File: src/rtl/conv_sequencer.sv
// conv_sequencer: feeds one complex sample at a time to an external convolver
// over an ap_ctrl_hs handshake, then presents the convolver result downstream.
// It also owns the coefficient bank that the convolver reads.
// Build macro CONV_SEQ_TIMEOUT_EN: adds timeout_err and abandons a convolution
// that has not completed within TIMEOUT_CYCLES cycles of START/WAIT.
module conv_sequencer #(
    parameter int DW             = 18,
    parameter int NTAP           = 32,
    parameter int TIMEOUT_CYCLES = 64
) (
    input  logic                       clk,
    input  logic                       reset,
    input  logic                       s_valid,
    output logic                       s_ready,
    input  logic signed [DW-1:0]       s_real,
    input  logic signed [DW-1:0]       s_imag,
    output logic signed [DW-1:0]       x_real,
    output logic signed [DW-1:0]       x_imag,
    output logic                       conv_start,
    input  logic                       conv_ready,
    input  logic                       conv_done,
    input  logic signed [DW-1:0]       conv_real,
    input  logic signed [DW-1:0]       conv_imag,
    output logic                       m_valid,
    input  logic                       m_ready,
    output logic signed [DW-1:0]       m_real,
    output logic signed [DW-1:0]       m_imag,
    input  logic                       coef_we,
    input  logic [4:0]                 coef_addr,
    input  logic signed [DW-1:0]       coef_wr_real,
    input  logic signed [DW-1:0]       coef_wr_imag,
    output logic [NTAP-1:0][DW-1:0]    coef_real,
    output logic [NTAP-1:0][DW-1:0]    coef_imag,
    output logic                       busy
`ifdef CONV_SEQ_TIMEOUT_EN
    ,
    output logic                       timeout_err
`endif
);

    typedef enum logic [1:0] {IDLE, START, WAIT, OUT} state_t;

    // Elaboration-time sanity checks on the configuration.
    if (TIMEOUT_CYCLES < 1) begin : g_bad_timeout
        $error("TIMEOUT_CYCLES must be at least 1");
    end
    if (NTAP > 32 || NTAP < 1) begin : g_bad_ntap
        $error("NTAP must be between 1 and 32 (5-bit coef_addr)");
    end

    state_t                   state_q;
    logic                     s_ready_q;
    logic                     conv_start_q;
    logic                     m_valid_q;
    logic                     busy_q;
    logic signed [DW-1:0]     x_real_q, x_imag_q;
    logic signed [DW-1:0]     m_real_q, m_imag_q;
    logic [NTAP-1:0][DW-1:0]  coef_real_q, coef_imag_q;
    logic                     done_evt;

`ifdef CONV_SEQ_TIMEOUT_EN
    localparam int TCNT_W = $clog2(TIMEOUT_CYCLES + 1);
    logic [TCNT_W-1:0]        tcnt_q;
    logic                     terr_q;
    assign timeout_err = terr_q;
`endif

    // A result is available: in START it must coincide with conv_ready,
    // in WAIT conv_done alone is enough.
    assign done_evt = conv_done && (conv_ready || (state_q == WAIT));

    assign s_ready    = s_ready_q;
    assign conv_start = conv_start_q;
    assign m_valid    = m_valid_q;
    assign busy       = busy_q;
    assign x_real     = x_real_q;
    assign x_imag     = x_imag_q;
    assign m_real     = m_real_q;
    assign m_imag     = m_imag_q;
    assign coef_real  = coef_real_q;
    assign coef_imag  = coef_imag_q;

    // Sequencer FSM with registered handshake outputs, sample/result holding
    // registers and the coefficient bank (written only while idle).
    always_ff @(posedge clk) begin
        if (reset) begin
            state_q      <= IDLE;
            s_ready_q    <= 1'b1;
            conv_start_q <= 1'b0;
            m_valid_q    <= 1'b0;
            busy_q       <= 1'b0;
            x_real_q     <= '0;
            x_imag_q     <= '0;
            m_real_q     <= '0;
            m_imag_q     <= '0;
            coef_real_q  <= '0;
            coef_imag_q  <= '0;
`ifdef CONV_SEQ_TIMEOUT_EN
            tcnt_q       <= '0;
            terr_q       <= 1'b0;
`endif
        end else begin
`ifdef CONV_SEQ_TIMEOUT_EN
            terr_q <= 1'b0;
`endif
            case (state_q)
                IDLE: begin
                    // The bank write lands at this edge, so a sample accepted
                    // in the same cycle already sees the new coefficient.
                    if (coef_we) begin
                        coef_real_q[coef_addr] <= coef_wr_real;
                        coef_imag_q[coef_addr] <= coef_wr_imag;
                    end
                    if (s_valid) begin
                        x_real_q     <= s_real;
                        x_imag_q     <= s_imag;
                        state_q      <= START;
                        s_ready_q    <= 1'b0;
                        conv_start_q <= 1'b1;
                        busy_q       <= 1'b1;
`ifdef CONV_SEQ_TIMEOUT_EN
                        tcnt_q       <= '0;
`endif
                    end
                end
                START: begin
                    if (done_evt) begin
                        m_real_q     <= conv_real;
                        m_imag_q     <= conv_imag;
                        state_q      <= OUT;
                        conv_start_q <= 1'b0;
                        m_valid_q    <= 1'b1;
                    end else if (conv_ready) begin
                        state_q      <= WAIT;
                        conv_start_q <= 1'b0;
                    end
                end
                WAIT: begin
                    if (done_evt) begin
                        m_real_q  <= conv_real;
                        m_imag_q  <= conv_imag;
                        state_q   <= OUT;
                        m_valid_q <= 1'b1;
                    end
                end
                OUT: begin
                    if (m_ready) begin
                        state_q   <= IDLE;
                        m_valid_q <= 1'b0;
                        s_ready_q <= 1'b1;
                        busy_q    <= 1'b0;
                    end
                end
                default: begin
                    state_q <= IDLE;
                end
            endcase
`ifdef CONV_SEQ_TIMEOUT_EN
            // Abandon a convolution that stays unanswered too long; this
            // overrides the START->WAIT move made above in the same cycle.
            if ((state_q == START || state_q == WAIT) && !done_evt) begin
                if (tcnt_q == TCNT_W'(TIMEOUT_CYCLES - 1)) begin
                    state_q      <= IDLE;
                    s_ready_q    <= 1'b1;
                    busy_q       <= 1'b0;
                    conv_start_q <= 1'b0;
                    terr_q       <= 1'b1;
                end else begin
                    tcnt_q <= tcnt_q + 1'b1;
                end
            end
`endif
        end
    end

endmodule

File: config.mk
export PLATFORM = sky130hd
export DESIGN_NAME = conv_sequencer
export DESIGN_NICKNAME = d
export VERILOG_FILES = /design/src/rtl/conv_sequencer.sv
export SDC_FILE = /design/constraint.sdc
export NUM_CORES = 2
export LEC_CHECK = 0
export BUFFER_PORTS_ARGS = -buffer_cell sky130_fd_sc_hd__buf_2
export CAP_MARGIN = 20
export CORE_AREA = 2 2 529 531
export CTS_BUF_LIST = sky130_fd_sc_hd__clkbuf_4
export DETAILED_ROUTE_END_ITERATION = 10
export DIE_AREA = 0 0 531 533
export PLACE_DENSITY = 0.38
export RECOVER_POWER = 100
export SLEW_MARGIN = 0
export SYNTH_ARGS = -nofsm -noshare
export SYNTH_HDL_FRONTEND = slang
export SYNTH_SLANG_ARGS = --single-unit
File: constraint.sdc
create_clock -name clk -period 2.1 [get_ports clk]
set_input_delay 0.21 -clock clk [delete_from_list [all_inputs] [get_ports clk]]
set_output_delay 0.21 -clock clk [all_outputs]
set_load 0.01 [all_outputs]
==> summary.txt <==
CTS
  • Clock Path Buffers: 4
  • H-tree depth: 5
  • Num CTS Buffers: 365
  • Clock transition at path regs: 70 ps
  • Clock Latency Late Sink: about 1300 ps
  • Clock sink count: 1230
  • Root buffer cell: clkbuf_4
  • CTS tree: yes

Yosys
  • Post-synth EDFFs: 0
  • Synthesized area: 47500 µm²
  • Warning count from the yosys run: 0
  • Post-synth ARST share: 0
  • Syn Inst Count: 4241
  • Number of synthesized register bits: around 1200
  • Synth top area share: 0.518
  • Register area share after synthesis: 0.518
  • Leading area contributor after synthesis: dfxtp_1
  • Mean Syn Cell Area: around 11 µm²
  • Post-synth net total: between 4000 and 5000
  • Area contributors post-synth: dfxtp_1 52%, mux2i_1 24%, nand2b_1 16%
  • Distinct cells, synth: 34
  • Post-synth top flop: dfxtp_1

Layout
  • Net count, final: between 6000 and 7000
  • Area delta synth->final: 62.6%
  • Layout cells sized above 1: 0.530
  • Design area: between 70000 and 80000 µm²
  • Reg area: 26000 µm²
  • Fill cell count: a little under 30000
  • Footprint of the multi-input gates: 20700 µm²

Global routing
  • Initial antenna violation count: 42
  • Total GRT Usage: 0.166
  • Met3 GRT Util: 0.0713
  • Grt met1 use: 0.196
  • Vias in the first global route: approximately 41000
  • Grt met2 use: 0.270
  • GR peak layer: met2
  • Gr ovfl total: 0
  • First-pass GRT wire length: 332000 µm
  • Largest net degree at the start of global routing: between 150 and 200

Place
  • GPL Wtd Cong: 0.815
  • Post-DP HPWL: 167000 µm
  • PortBufs: about 1300
  • Placed Instance Area: 59900 µm²
  • Post-Place Worst Slack: 23.4 ps

Power
  • Reg power frac: 0.447
  • Peak VDD IR: 0.386 mV
  • Static Leakage: 0.0384 µW
  • Comb pwr share: 0.117
  • PwrDens: 702 nW/µm²
  • Sw Ratio: 0.283
  • Sw Pwr: 15300 µW
  • Clock power share: 0.436
  • P_int: between 30000 and 40000 µW

Route
  • Pre-antenna DRT Iters: 5
  • Drt via density: 3.80
  • DRC Markers: 0
  • Post-Route WL: 246000 µm
  • Drt initial violations: 1590
  • Routed vias: between 30000 and 40000
  • Antenna viol nets, final: 0
  • Drt wl/cell: 23.7 µm

Worst setup path
  • Crit end category: flop
  • Worst Path Arrival: 3450 ps
  • CP Max Fanout: 23
  • Critical path type: input port to flop
  • FF-to-FF path depth: 7
  • CP required: 3180 ps
  • Critical Path Start Type: input port

Min path
  • Hold depth: 6
  • Hold crit path type: input port to flop

Timing
  • Final Skew: between 100 and 150 ps
  • Final Setup Violations: ~110
  • Final Max Slew Viols: 0
  • Final hold violation count: 0
  • Fin crit period: 2360 ps
  • Fmax: 0.423 GHz
  • Final period utilization: 1.13
  • Slew headroom: 0.161
  • Worst-margin pin slew: around 1300 ps
  • Final WS setup: -263 ps
  • RSZ-0062 raised after global routing: true

Die
  • Ports: between 1000 and 1500
  • Core area: approximately 280000 µm²
  • Starting Density: 0.171
  • Row Count: about 190
  • Die area: around 280000 µm²
  • Die Ht: 533 µm
  • Die X: 531 µm

Run
  • Maximum capacitance violations: 0

Status
  • Failing checks: negative setup slack
  • Status: finished with violations
[final timing paths]
kind / start / end / slack [ps]
min reg2reg: m_real[2] / m_real[2] / 460
max: reset / coef_imag[118] / -260
max reg2reg: state_q[1] / coef_imag[227] / -30
min: conv_done / conv_start / 160
[cells in the mapped netlist (3+ instances only)]
master    instances
dfxtp_1        1230
nand2b_1       1192
mux2i_1        1153
clkbuf_1        146
nand2_1         146
buf_2           123
a21oi_1          78
buf_6            76
nand2_4          31
buf_4            19
ha_1              5
inv_1             4
and3b_1           3
buf_1             3
buf_12            3
nor2b_1           3
nor3b_1           3
o21ai_0           3
o21bai_1          3
[cells in the final DEF (no fill, tap or decap), drive strengths merged, types with 2 or more instances in the layout]
cell         count
o21bai           3
clkbuf         624
buf           1761
nand2b        1192
bufinv           6
o21ai            3
and4b            2
and3b            3
clkinv          81
and2             2
nor2b            3
mux2i         1153
dfxtp         1230
clkinvlp         6
a2111oi          2
nand2          177
inv             13
a21oi           78
dlygate4sd3    276
nor3b            3
diode           15
ha               5
[cells by family after synthesis]
logic type,after synthesis,share of synthesized area
adders and majority gates,5,0.00132
DFF,1230,0.518
and+or+nand+nor,1387,0.179
buffers and inverters,375,0.0477
muxes,1153,0.243
AOI/OAI and AO/OA,91,0.0105
[layout make-up]
cell class	count	area share
antenna	15	0.000486
clock buffer	518	0.0503
clock inverter	102	0.00823
inverter	4	0.000194
multi-input combinational	2636	0.268
sequential	1230	0.337
tap	3724	0.0603
timing repair buffer	2144	0.276
[registers in the layout, indices dropped and copies added (netlist names)]
register and count:
x_real 18, m_real 18, busy 1, s_ready 1
conv_start 1, x_imag 18, m_imag 18, state_q 2
coef_real 576, m_valid 1, coef_imag 576
[per-stage QoR]
stage	total power, µW	cells	util	hold slack (ps)	TNS [ps]
after floorplan	27000	4241	-	346	0
after detailed placement	29800	9171	0.215	443	0
final	54200	10373	0.278	155	-11730
after global routing	57000	10370	0.278	95.0	-56200
after CTS	55300	10183	0.278	16.5	-80000
after global placement	29800	9171	0.215	440	0
[worst max-delay path, stage by stage]
cell and delay [ps]:
dlygate4sd3_1 540, dlygate4sd3_1 570, clkbuf_4 450, buf_12 260, nand2b_2 140, dlygate4sd3_1 570, buf_6 250, buf_12 230
mux2i_1 100
[routing by layer]
metal | up-vias | share of wire
li1 | 18427 | -
met1 | 19115 | 0.41
met2 | 1520 | 0.46
met3 | 361 | 0.10
met4 | 8 | 0.027
met5 | - | 0.00020
[repair_timing]
item                                   4_1_cts  5_1_grt
resized for setup                         3066       12
setup endpoints to repair                 1242      814
buffers inserted                           116      174
pin swaps                                    0        2
gates cloned                                 0        1
hold buffers                               277        0
endpoints found under the hold margin     1230        0
[power groups by stage]
stage	clock network, µW	logic (µW)	registers (µW)
floorplan	0	2210	24800
global placement	0	5190	24600
detailed placement	0	5180	24600
CTS	24600	6390	24200
global route	26000	6710	24300
finish	23600	6330	24200
No activity file was read; power rests on OpenSTA's default activity.
